File: src/rtl/pattern_det_seq.sv
// -----------------------------------------------------------------------------
// pattern_det_seq
//
// Purpose:
//   Serial bit-pattern detector for sync-word spotting on a serial line.
//   Accepted bits (en=1) shift into a history register. When the most recent
//   PAT_W accepted bits equal the currently loaded pattern, a one-cycle
//   registered pulse is raised on y. The first bit received is the pattern MSB.
//
//   The detector supports overlapping and non-overlapping detection. The
//   pattern can be reloaded at run time. A saturating counter tracks the
//   number of matches.
//
// Parameters:
//   PAT_W    pattern length in bits (>= 2)
//   CNT_W    width of match_cnt
//   DEF_PAT  pattern loaded on reset
//
// Ports:
//   clk        rising-edge clock
//   rst        asynchronous active-high reset
//   en         qualifies x; x is only sampled on an edge where en=1
//   x          serial data bit
//   overlap    1 = overlapping detection, 0 = non-overlapping
//   pat_ld     load pat_in as the new pattern and restart detection
//   pat_in     new pattern value
//   cnt_clr    synchronous clear of match_cnt
//   y          registered match pulse
//   match_cnt  saturating match count
// -----------------------------------------------------------------------------
module pattern_det_seq #(
  parameter int               PAT_W   = 4,
  parameter int               CNT_W   = 8,
  parameter logic [PAT_W-1:0] DEF_PAT = 4'b1101
) (
  input  logic             clk,
  input  logic             rst,
  input  logic             en,
  input  logic             x,
  input  logic             overlap,
  input  logic             pat_ld,
  input  logic [PAT_W-1:0] pat_in,
  input  logic             cnt_clr,
  output logic             y,
  output logic [CNT_W-1:0] match_cnt
);

  // Fill counter only needs to reach PAT_W-1.
  localparam int FW = (PAT_W > 2) ? $clog2(PAT_W) : 1;
  localparam logic [FW-1:0] FILL_MAX = FW'(PAT_W - 1);

  localparam logic [0:0] S_FILL  = 1'b0;
  localparam logic [0:0] S_ARMED = 1'b1;

  logic [PAT_W-1:0] pattern;
  logic [PAT_W-1:0] hist;
  logic [PAT_W-1:0] nxt;
  logic [FW-1:0]    fill;
  logic [FW-1:0]    fill_next;
  logic [0:0]       state;
  logic             accept;
  logic             match;
  logic             hit;

  assign nxt    = {hist[PAT_W-2:0], x};
  assign accept = en && !pat_ld;
  // ARMED means PAT_W-1 bits are already held, so the incoming bit completes a window.
  assign match  = (state == S_ARMED) && (nxt == pattern);
  assign hit    = accept && match;

  // A non-overlapping match restarts the fill so no history bit is reused.
  always_comb begin
    fill_next = fill;
    if (hit && !overlap) begin
      fill_next = '0;
    end else if (fill != FILL_MAX) begin
      fill_next = fill + 1'b1;
    end
  end

  always_ff @(posedge clk or posedge rst) begin
    if (rst) begin
      pattern <= DEF_PAT;
      hist    <= '0;
      fill    <= '0;
      state   <= S_FILL;
      y       <= 1'b0;
    end else if (pat_ld) begin
      pattern <= pat_in;
      hist    <= '0;
      fill    <= '0;
      state   <= S_FILL;
      y       <= 1'b0;
    end else if (en) begin
      hist  <= nxt;
      fill  <= fill_next;
      state <= (fill_next == FILL_MAX) ? S_ARMED : S_FILL;
      y     <= match;
    end else begin
      y <= 1'b0;
    end
  end

  // A clear that coincides with a match leaves the count at one.
  always_ff @(posedge clk or posedge rst) begin
    if (rst) begin
      match_cnt <= '0;
    end else if (cnt_clr) begin
      match_cnt <= hit ? CNT_W'(1) : '0;
    end else if (hit && (match_cnt != {CNT_W{1'b1}})) begin
      match_cnt <= match_cnt + 1'b1;
    end
  end

endmodule
File: config.mk
export PLATFORM = sky130hd
export DESIGN_NAME = pattern_det_seq
export DESIGN_NICKNAME = d
export VERILOG_FILES = /design/src/rtl/pattern_det_seq.sv
export SDC_FILE = /design/constraint.sdc
export NUM_CORES = 1
export LEC_CHECK = 0
export BUFFER_PORTS_ARGS = -buffer_cell sky130_fd_sc_hd__buf_4
export CORE_ASPECT_RATIO = 1.4
export CORE_UTILIZATION = 50
export CTS_BUF_LIST = sky130_fd_sc_hd__clkbuf_8
export DETAILED_ROUTE_END_ITERATION = 7
export GPL_TIMING_DRIVEN = 0
export PLACE_DENSITY_LB_ADDON = 0.08
export SYNTH_ARGS = -nofsm -noshare
export SYNTH_HDL_FRONTEND = slang
export SYNTH_SLANG_ARGS = --single-unit
File: constraint.sdc
create_clock -name clk -period 2.39 [get_ports clk]
set_input_delay 0.1195 -clock clk [delete_from_list [all_inputs] [get_ports clk]]
set_output_delay 0.1195 -clock clk [all_outputs]
set_load 0.05 [all_outputs]
==> qor.yml <==
status: "finished, violations left"
violations: "hold timing"
tightestPinTransition_ps: 708
final_hold_viol_count: 16
worst_slack_ps: 545
yosys_warnings: 0
crit_end: "match_cnt[7]$_DFFE_PP0P_"
synthCells: 86
ys.flop_type: "dfrtp_1"
grt_usage_pct: 20.3
dr.pass1.iters: 4
synth_edf_count: 0
period_share_pct: 77.2
yosysTopAreaCell: "dfrtp_1"
cpPeakStageDelay_ps: 460
synth_seq_cells: 19
die_area_mm2: 0.00206
antenna_found_initial: 0
fin_crit_ps: 1840
reg2reg_slack_ps: 550
drv_slew: 0
cap_violations: 0
critPathArrivalTime_ps: 2030
row_count: 18
leakagePower_nw: 0.509
drc: 0
clk_pin_slew_ps: 70
r2r_end: "match_cnt[7]$_DFFE_PP0P_"
routed_wl_mm: 1.68
syn_avg_cell_area_um2: 11.0
postCtsSetupRepairBufs: 0
cp_slowest_cell: "or4_1"
core_mm2: 0.00176
nets: 120
rsz0062_at_grt: "false"
synth_most_common_cell: "dfrtp_1"
start_kind: "flip-flop"
vias: 716
yosys-top-cells-area: "dfrtp_1 42%, dfstp_2 8.4%, mux2_2 4.8%, mux2i_1 4.2%, xnor2_1 3.7%"
maxSlewHeadroom_pct: 52.8
crit_chain: "ha_1 -> nand2_1 -> or3_2 -> nand3_2 -> buf_6 -> or4_1 -> a21oi_1"
grt_pass1_vias: 685
yosysSeqAreaShare_pct: 50.9
hold_buffers: 0
switching_power_mw: 0.142
max_freq_mhz: 542
die_h_um: 53.4
synth_common_cells: "16 x dfrtp_1, 7 x nor2_1, 6 x a21oi_1"
synth_nets: 98
cts_buffers: 3
setup_viol: 0
cp_num_cells: 7
synthToLayoutAreaGrowth_pct: 21.0
place.gp.congestion: 0.635
setup_tns_ps: 0
synth_top_area_share_pct: 42.5
viasPerCell: 5.64
hpwl_mm: 1.27
whs_ps: -28.5
r2r_start: "match_cnt[0]$_DFFE_PP0P_"
min_path_type: "input pin to async pin"
io_pins: 20
critPathBufInv: 1
pwr-share-clk_pct: 35.1
dpl_worst_slack_ps: 551
die_width_um: 38.7
cp_top_family: "simple AND/OR/NAND/NOR gates"
p_int_mw: 0.484
post_cts_resized: 0
htreeDepth: 1
start_util_pct: 53.6
cts_num_sinks: 19
ys_types: 30
drive_gt1_share_pct: 31.8
crit_path_start: "match_cnt[0]$_DFFE_PP0P_"
drtAntennaViolNets: 0
clk_latency_ps: 260
port_buffers: 17
cp-end-kind: "flip-flop"
antenna_cells: 0
irDropWorstVdd_v: 0.000424
critPathKind: "flip-flop to flip-flop"
comb_power_share_pct: 9.7
avgRoutedWirePerCell_um: 13.2
clock_skew_ps: 4.32
cts_tree: "built"
cts_buffer_depth: 2
clockRootBuffer: "clkbuf_8"
grt_max_degree: 20
drtIter0Drc: 7
cp_max_fo: 10
required_ps: 2570
pwr-share-seq_pct: 55.2
grt_pass1_wl_mm: 2.86
power.share.switching_pct: 22.7
syn-cell-area_um2: 942
synthArstFlopShare_pct: 100
rr_worst_depth: 7
power_density_mw_per_mm2: 549
grt-ovfl-total: 0
## state kept, by name, indices dropped and copies added (netlist names)
signal     count
y              1
match_cnt      8
fill           2
hist           3
pattern        4
state          1
## per-layer routing
| metal | vias up | track usage (%) | wire (µm) |
|---|---|---|---|
| li1 | 353 | - | - |
| met1 | 343 | 23.3 | 682 |
| met2 | 15 | 33.6 | 898 |
| met3 | 5 | 2.52 | 45 |
| met4 | 0 | 13.8 | 56 |
| met5 | - | 0 | 0 |
## power by group through the flow
stage / clock network, mW / logic (mW) / registers (mW)
after global routing: 0.241 / 0.0693 / 0.346
after floorplan: 0 / 0.0440 / 0.350
after global placement: 0 / 0.0606 / 0.351
after detailed placement: 0 / 0.0622 / 0.351
after CTS: 0.232 / 0.0623 / 0.345
final: 0.219 / 0.0610 / 0.345
## kinds of logic after synthesis
group,synth area share (%)
AOI/OAI and AO/OA,8.37
and+or+nand+nor,20.5
xor gates and xnor gates,5.58
DFF,50.9
muxes,9.03
buffers and inverters,4.38
adders and majority gates,1.33
## through the flow
stage	hold WS [ps]	total power, mW	cells	util (%)	instance area, µm²
after floorplan	68.4	0.394	86	-	942
after detailed placement	295	0.414	123	62.3	1090
final	-28.5	0.626	127	64.9	1140
after global placement	277	0.411	123	62.3	1090
after CTS	5.45	0.639	127	64.9	1140
after global routing	50.4	0.656	127	64.9	1140
## cell usage in the layout, fill, tap and decap left out, types with 2 or more instances in the layout
master	count
xnor2_1	4
nand3_1	4
a21oi_1	6
o31ai_1	3
dfstp_2	3
nand3b_1	2
buf_6	2
clkbuf_8	3
nand2_1	3
nand4_1	3
xor2_1	2
or4_1	3
dfrtp_1	16
inv_1	4
nor2_1	7
o21ai_0	2
nor3_1	2
and3_4	2
buf_4	17
mux2_2	4
mux2i_1	4
## worst min path at each step
stage | end | start | cells past startpoint
2_1_floorplan | fill[0]$_DFFE_PP0P_ | rst | 1
3_3_place_gp | match_cnt[4]$_DFFE_PP0P_ | rst | 2
3_5_place_dp | state$_DFFE_PP0P_ | rst | 2
4_1_cts | hist[1]$_DFFE_PP0P_ | rst | 2
5_1_grt | match_cnt[5]$_DFFE_PP0P_ | rst | 2
6_report | match_cnt[5]$_DFFE_PP0P_ | rst | 2
## cell type report
type                    instances  area (µm²)
plain buffers                   4        30.0
clock buffers                   3        41.3
clock inverters                 1        3.75
fillers                       151         617
inverters                       3        11.3
multi-input cells              60         422
flip-flops and latches         19         479
well taps                      20        25.0
repair buffers                 17         128
No activity file was read; power rests on OpenSTA's default activity.
